$ cat config.mk
export PLATFORM = sky130hd
export DESIGN_NAME = div_issue_ctrl
export DESIGN_NICKNAME = d
export VERILOG_FILES = /design/src/rtl/div_issue_ctrl.sv
export SDC_FILE = /design/constraint.sdc
export NUM_CORES = 1
export LEC_CHECK = 0
export ABC_CLOCK_PERIOD_IN_PS = 1600
export BUFFER_PORTS_ARGS = -buffer_cell sky130_fd_sc_hd__buf_2
export CORE_AREA = 2 2 161 163
export DETAILED_ROUTE_END_ITERATION = 10
export DIE_AREA = 0 0 163 165
export HOLD_SLACK_MARGIN = 0.12
export PLACE_DENSITY_LB_ADDON = 0.3
export RECOVER_POWER = 50
export SLEW_MARGIN = 20
export SYNTH_ARGS = -nofsm -noshare
export SYNTH_HDL_FRONTEND = slang
export SYNTH_SLANG_ARGS = --single-unit
$ cat constraint.sdc
create_clock -name clk -period 1.6 [get_ports clk]
set_input_delay 0.32 -clock clk [delete_from_list [all_inputs] [get_ports clk]]
set_output_delay 0.32 -clock clk [all_outputs]
set_load 0.05 [all_outputs]
$ cat src/rtl/div_issue_ctrl.sv
// Issue-side controller for the iterative divider: accepts one div/rem op, runs the req/resp handshake, holds the result for writeback.
// Optional macro DIV_BYPASS_EN: resolve divide-by-zero at acceptance without using the divider.
module div_issue_ctrl #(
    parameter int RD_W = 5
) (
    input  logic            clk,
    input  logic            rst,
    input  logic            issue_valid,
    output logic            issue_ready,
    input  logic [63:0]     issue_op1,
    input  logic [63:0]     issue_op2,
    input  logic [2:0]      issue_op,
    input  logic [RD_W-1:0] issue_rd,
    input  logic            flush,
    output logic            div_req_valid,
    input  logic            div_req_ready,
    output logic [63:0]     div_operand1,
    output logic [63:0]     div_operand2,
    output logic [2:0]      div_op,
    input  logic            div_resp_valid,
    input  logic [63:0]     div_resp_result,
    output logic            div_resp_ready,
    output logic            wb_valid,
    input  logic            wb_ready,
    output logic [RD_W-1:0] wb_rd,
    output logic [63:0]     wb_result,
    output logic            busy
);

    typedef enum logic [1:0] {IDLE, REQ, WAIT, WB} state_e;

    state_e          state_q, state_d;
    logic            drop_q, drop_d;
    logic [63:0]     op1_q, op1_d;
    logic [63:0]     op2_q, op2_d;
    logic [2:0]      op_q, op_d;
    logic [RD_W-1:0] rd_q, rd_d;
    logic [63:0]     result_q, result_d;

    logic accept;
    assign issue_ready = (state_q == IDLE) && !flush;
    assign accept      = issue_valid && issue_ready;

`ifdef DIV_BYPASS_EN
    logic        divisor_zero;
    logic [63:0] bypass_result;
    assign divisor_zero  = issue_op[2] ? (issue_op2[31:0] == 32'd0) : (issue_op2 == 64'd0);
    // Architectural divide-by-zero result: all ones for quotients, the dividend for remainders.
    assign bypass_result = !issue_op[1] ? 64'hFFFF_FFFF_FFFF_FFFF :
                           issue_op[2]  ? {{32{issue_op1[31]}}, issue_op1[31:0]} : issue_op1;
`endif

    // NOTE: every variable gets its hold value before the case so no path leaves it unassigned (no latches).
    always_comb begin
        state_d  = state_q;
        drop_d   = drop_q;
        op1_d    = op1_q;
        op2_d    = op2_q;
        op_d     = op_q;
        rd_d     = rd_q;
        result_d = result_q;
        case (state_q)
            IDLE: begin
                drop_d = 1'b0;
                if (accept) begin
                    op1_d   = issue_op1;
                    op2_d   = issue_op2;
                    op_d    = issue_op;
                    rd_d    = issue_rd;
                    state_d = REQ;
`ifdef DIV_BYPASS_EN
                    if (divisor_zero) begin
                        result_d = bypass_result;
                        state_d  = WB;
                    end
`endif
                end
            end
            REQ: begin
                // A coincident flush cannot retract a request the divider has already taken.
                if (div_req_ready) begin
                    state_d = WAIT;
                    drop_d  = flush;
                end else if (flush) begin
                    state_d = IDLE;
                end
            end
            WAIT: begin
                if (div_resp_valid) begin
                    if (drop_q || flush) begin
                        state_d = IDLE;
                        drop_d  = 1'b0;
                    end else begin
                        result_d = div_resp_result;
                        state_d  = WB;
                    end
                end else if (flush) begin
                    drop_d = 1'b1;
                end
            end
            WB: begin
                if (flush || wb_ready) state_d = IDLE;
            end
            default: state_d = IDLE;
        endcase
    end

    // NOTE: sequential state uses non-blocking assignments so all flops update from pre-edge values.
    always_ff @(posedge clk) begin
        if (rst) begin
            state_q  <= IDLE;
            drop_q   <= 1'b0;
            // NOTE: datapath registers are reset too, so the operand and result outputs read zero after reset.
            op1_q    <= '0;
            op2_q    <= '0;
            op_q     <= '0;
            rd_q     <= '0;
            result_q <= '0;
        end else begin
            state_q  <= state_d;
            drop_q   <= drop_d;
            op1_q    <= op1_d;
            op2_q    <= op2_d;
            op_q     <= op_d;
            rd_q     <= rd_d;
            result_q <= result_d;
        end
    end

    assign div_req_valid  = (state_q == REQ);
    assign div_resp_ready = (state_q == WAIT);
    assign wb_valid       = (state_q == WB);
    assign busy           = (state_q != IDLE);
    assign div_operand1   = op1_q;
    assign div_operand2   = op2_q;
    assign div_op         = op_q;
    assign wb_rd          = rd_q;
    assign wb_result      = result_q;

endmodule

==> impl_metrics.csv <==
group,metric,value,unit
place,hpwl,16950,um
setup_path,crit_required,1.28,ns
synthesis,synth_top_area_cell,"dfxtp_1",
timing,worstMarginPinSlew,0.6330,ns
synthesis,synth_area,0.007163,mm^2
power,p_clk_share,40.3,%
power,power_frac_comb,22.6,%
timing,fin_ws,-0.1798,ns
power,peakVddDrop,0.8450,mV
flow_run,drv_cap,0,
detailed_routing,drt_wl_total,30020,um
power,p_per_area,1061,mW/mm^2
status,status,"complete, but fails checks",
synthesis,synth_fp_nets,1112,
timing,fin_crit,1.780,ns
status,violations,"negative setup slack",
min_path,hp-class,"in -> reg",
clock_network,clk_path_buf_depth,3,
die,io_pins,412,
detailed_routing,wl_per_cell,15.87,um
grt,grt_max_degree,103,
timing,max_freq,561.9,MHz
cells_and_area,fin_nets,1754,
timing,rsz0062_at_grt,"true",
detailed_routing,dr.first_iter.drc_count,448,
synthesis,syn_avg_cell_area,7.950,um^2
die,fp.dieH,165,um
detailed_routing,dr.pass1.iters,5,
grt,grt_use_total,18.87,%
grt,grt_pass1_vias,8283,
place,io_buffers,411,
synthesis,synth-seq-cells,203,
setup_path,cp_max_fo,3,
timing,setup_viol,96,
clock_network,cts_buffers,24,
cells_and_area,fillers,2152,
clock_network,htree_levels,1,
cells_and_area,final_cells,1891,
setup_path,path_class,"reg -> out",
setup_path,startpoint_type,"flip-flop",
place,place_congestion,0.7897,
power,leakagePower,6.064,nW
power,seq_power_share,37.1,%
die,dieArea,0.02690,mm^2
setup_path,critPathCaptureType,"primary output",
detailed_routing,routed_via_density,4.621,
detailed_routing,drc,0,
detailed_routing,via_count,8739,
synthesis,yosysWarnings,0,
clock_network,clockRootBuffer,"clkbuf_16",
power,net-switching-power,4.245,mW
timing,finalHoldViolations,0,
synthesis,synth.top_cells.by_area,"dfxtp_1 (57%), nand2_1 (21%), a21oi_1 (14%), buf_6 (1.9%), buf_2 (1.3%)",
synthesis,synth.distinct_cells,24,
detailed_routing,drt.antenna.violating_nets,0,
die,coreArea,0.02504,mm^2
clock_network,cts.clk_slew.worst_paths,0.06,ns
synthesis,netlist.area_leader.share,56.73,%
power,sw_frac_of_total,28.99,%
place,dp.cells,1612,
die,floorplan.initialDensity,28.61,%
grt,grt-ovfl-total,0,
timing,max_slew_margin,57.80,%
die,die_w,163,um
clock_network,worstSkewPairLatency,0.51,ns
power,power,14.64,mW
power,p_int,10.40,mW
setup_path,worstPathArrival,1.46,ns
cells_and_area,antennaDiodeCount,0,
synthesis,syn_inst,901,
clock_network,cts_tree,"done",
die,rows,58,
cells_and_area,syn_to_final_growth,92.73,%
timing,slew_violations,0,
cells_and_area,drive_gt1_share,42.02,%
grt,antenna_found_initial,0,
grt,grt_pass1_wl,41080,um
timing,totalNegativeSetupSlack,-3.115,ns
place,place_ws,-0.02376,ns
synthesis,yosysSeqAreaShare,56.73,%
timing,skew,0.01488,ns
timing,fin_crit_sh,111.2,%
clock_network,cts.sinks,203,
## power groups by stage
stage	Clock, mW	Combinational, mW	Sequential (mW)
2_1_floorplan	0	0.699	6.30
3_3_place_gp	0	2.25	5.51
3_5_place_dp	0	2.26	5.51
4_1_cts	6.04	2.91	5.40
5_1_grt	6.21	3.49	5.46
6_report	5.90	3.31	5.43
## synth_stat cells
cell	n
nand2_1	403
a21oi_1	203
dfxtp_1	203
clkbuf_1	22
buf_2	19
buf_6	12
buf_1	9
inv_1	7
ha_1	4
and2_1	3
buf_4	2
nand2b_1	2
a2111oi_0	1
a31o_2	1
nand2_2	1
nor2b_1	1
nor2b_4	1
nor3_1	1
nor3b_2	1
o21ai_0	1
o221a_2	1
o311ai_0	1
o32ai_1	1
or3_1	1
## worst max-delay path, cell delays in order, from the launching register on
cell	delay [ns]
dfxtp_4	0.37
inv_4	0.05
ha_4	0.15
nor2b_4	0.12
buf_6	0.11
buf_8	0.14
## metrics by stage
step	hold WS, ns	util [%]	area [um^2]
CTS	0.2149	51.61	12920
global placement	0.4384	38.65	9677
detailed placement	0.4430	38.65	9677
finish	0.2441	55.14	13810
floorplan	0.4560	-	7189
global route	0.2359	55.14	13810
## state kept, by name, summed over array words and instances, names as in the netlist
register / flops
div_op: 3
div_operand1: 64
div_operand2: 64
drop_q: 1
state_q: 2
wb_rd: 5
wb_result: 64
## path summary, 6_finish.rpt
check / start / to / slack (ns) / cells after the start
min reg2reg: div_operand2[38]$_SDFFE_PP0P_ / div_operand2[38]$_SDFFE_PP0P_ / 0.45 / 2
min: div_req_ready / state_q[1]$_SDFFE_PP0P_ / 0.24 / 4
max reg2reg: state_q[1]$_SDFFE_PP0P_ / div_operand2[28]$_SDFFE_PP0P_ / -0.07 / 10
max: state_q[1]$_SDFFE_PP0P_ / issue_ready / -0.18 / 5
## cell usage in the layout, fill, tap and decap left out, types with 5 or more instances in the layout
cell type and instances:
nand2_1 350, buf_2 294, dfxtp_1 201, dlygate4sd3_1 201
a21oi_1 134, clkbuf_2 111, a21oi_2 69, nand2_2 50
clkbuf_16 42, buf_4 22, buf_12 14, buf_6 9
clkbuf_8 8, buf_8 7, clkbuf_1 5, buf_16 5
## area by class of cell
class | instances | area [um^2] | share of cell area [%]
multi-input cells | 627 | 3173 | 22.98
well taps | 330 | 412.9 | 2.991
flip-flops and latches | 203 | 4069 | 29.47
inverters | 7 | 31.28 | 0.2266
clock inverters | 6 | 111.4 | 0.8066
clock buffers | 38 | 754.5 | 5.465
repair buffers | 680 | 5254 | 38.06
## what timing repair did
action                                  4_1_cts  5_1_grt
pin swaps                                    46       82
hold buffers                                201        0
cloned                                        5       17
setup buffers                                11        6
endpoints found under the hold margin       201        0
resized for setup                            38      138
endpoints found under the setup margin       72      204
## cell families after synthesis
kind of cell    after synthesis  synth area share [%]
fa+ha+maj                     4                0.6987
buf+inv                      71                 5.415
simple gates                414                 22.25
flops                       203                 56.73
compound gates              209                 14.90
## per-layer routing
layer	wire length [um]	global-route usage, %	vias up
met2	15010	33.38	368
met3	1956	4.370	113
met4	1436	10.30	0
met1	11620	21.00	4070
li1	-	-	4188
met5	0	0	-
Power figures use the tool's default switching activity.
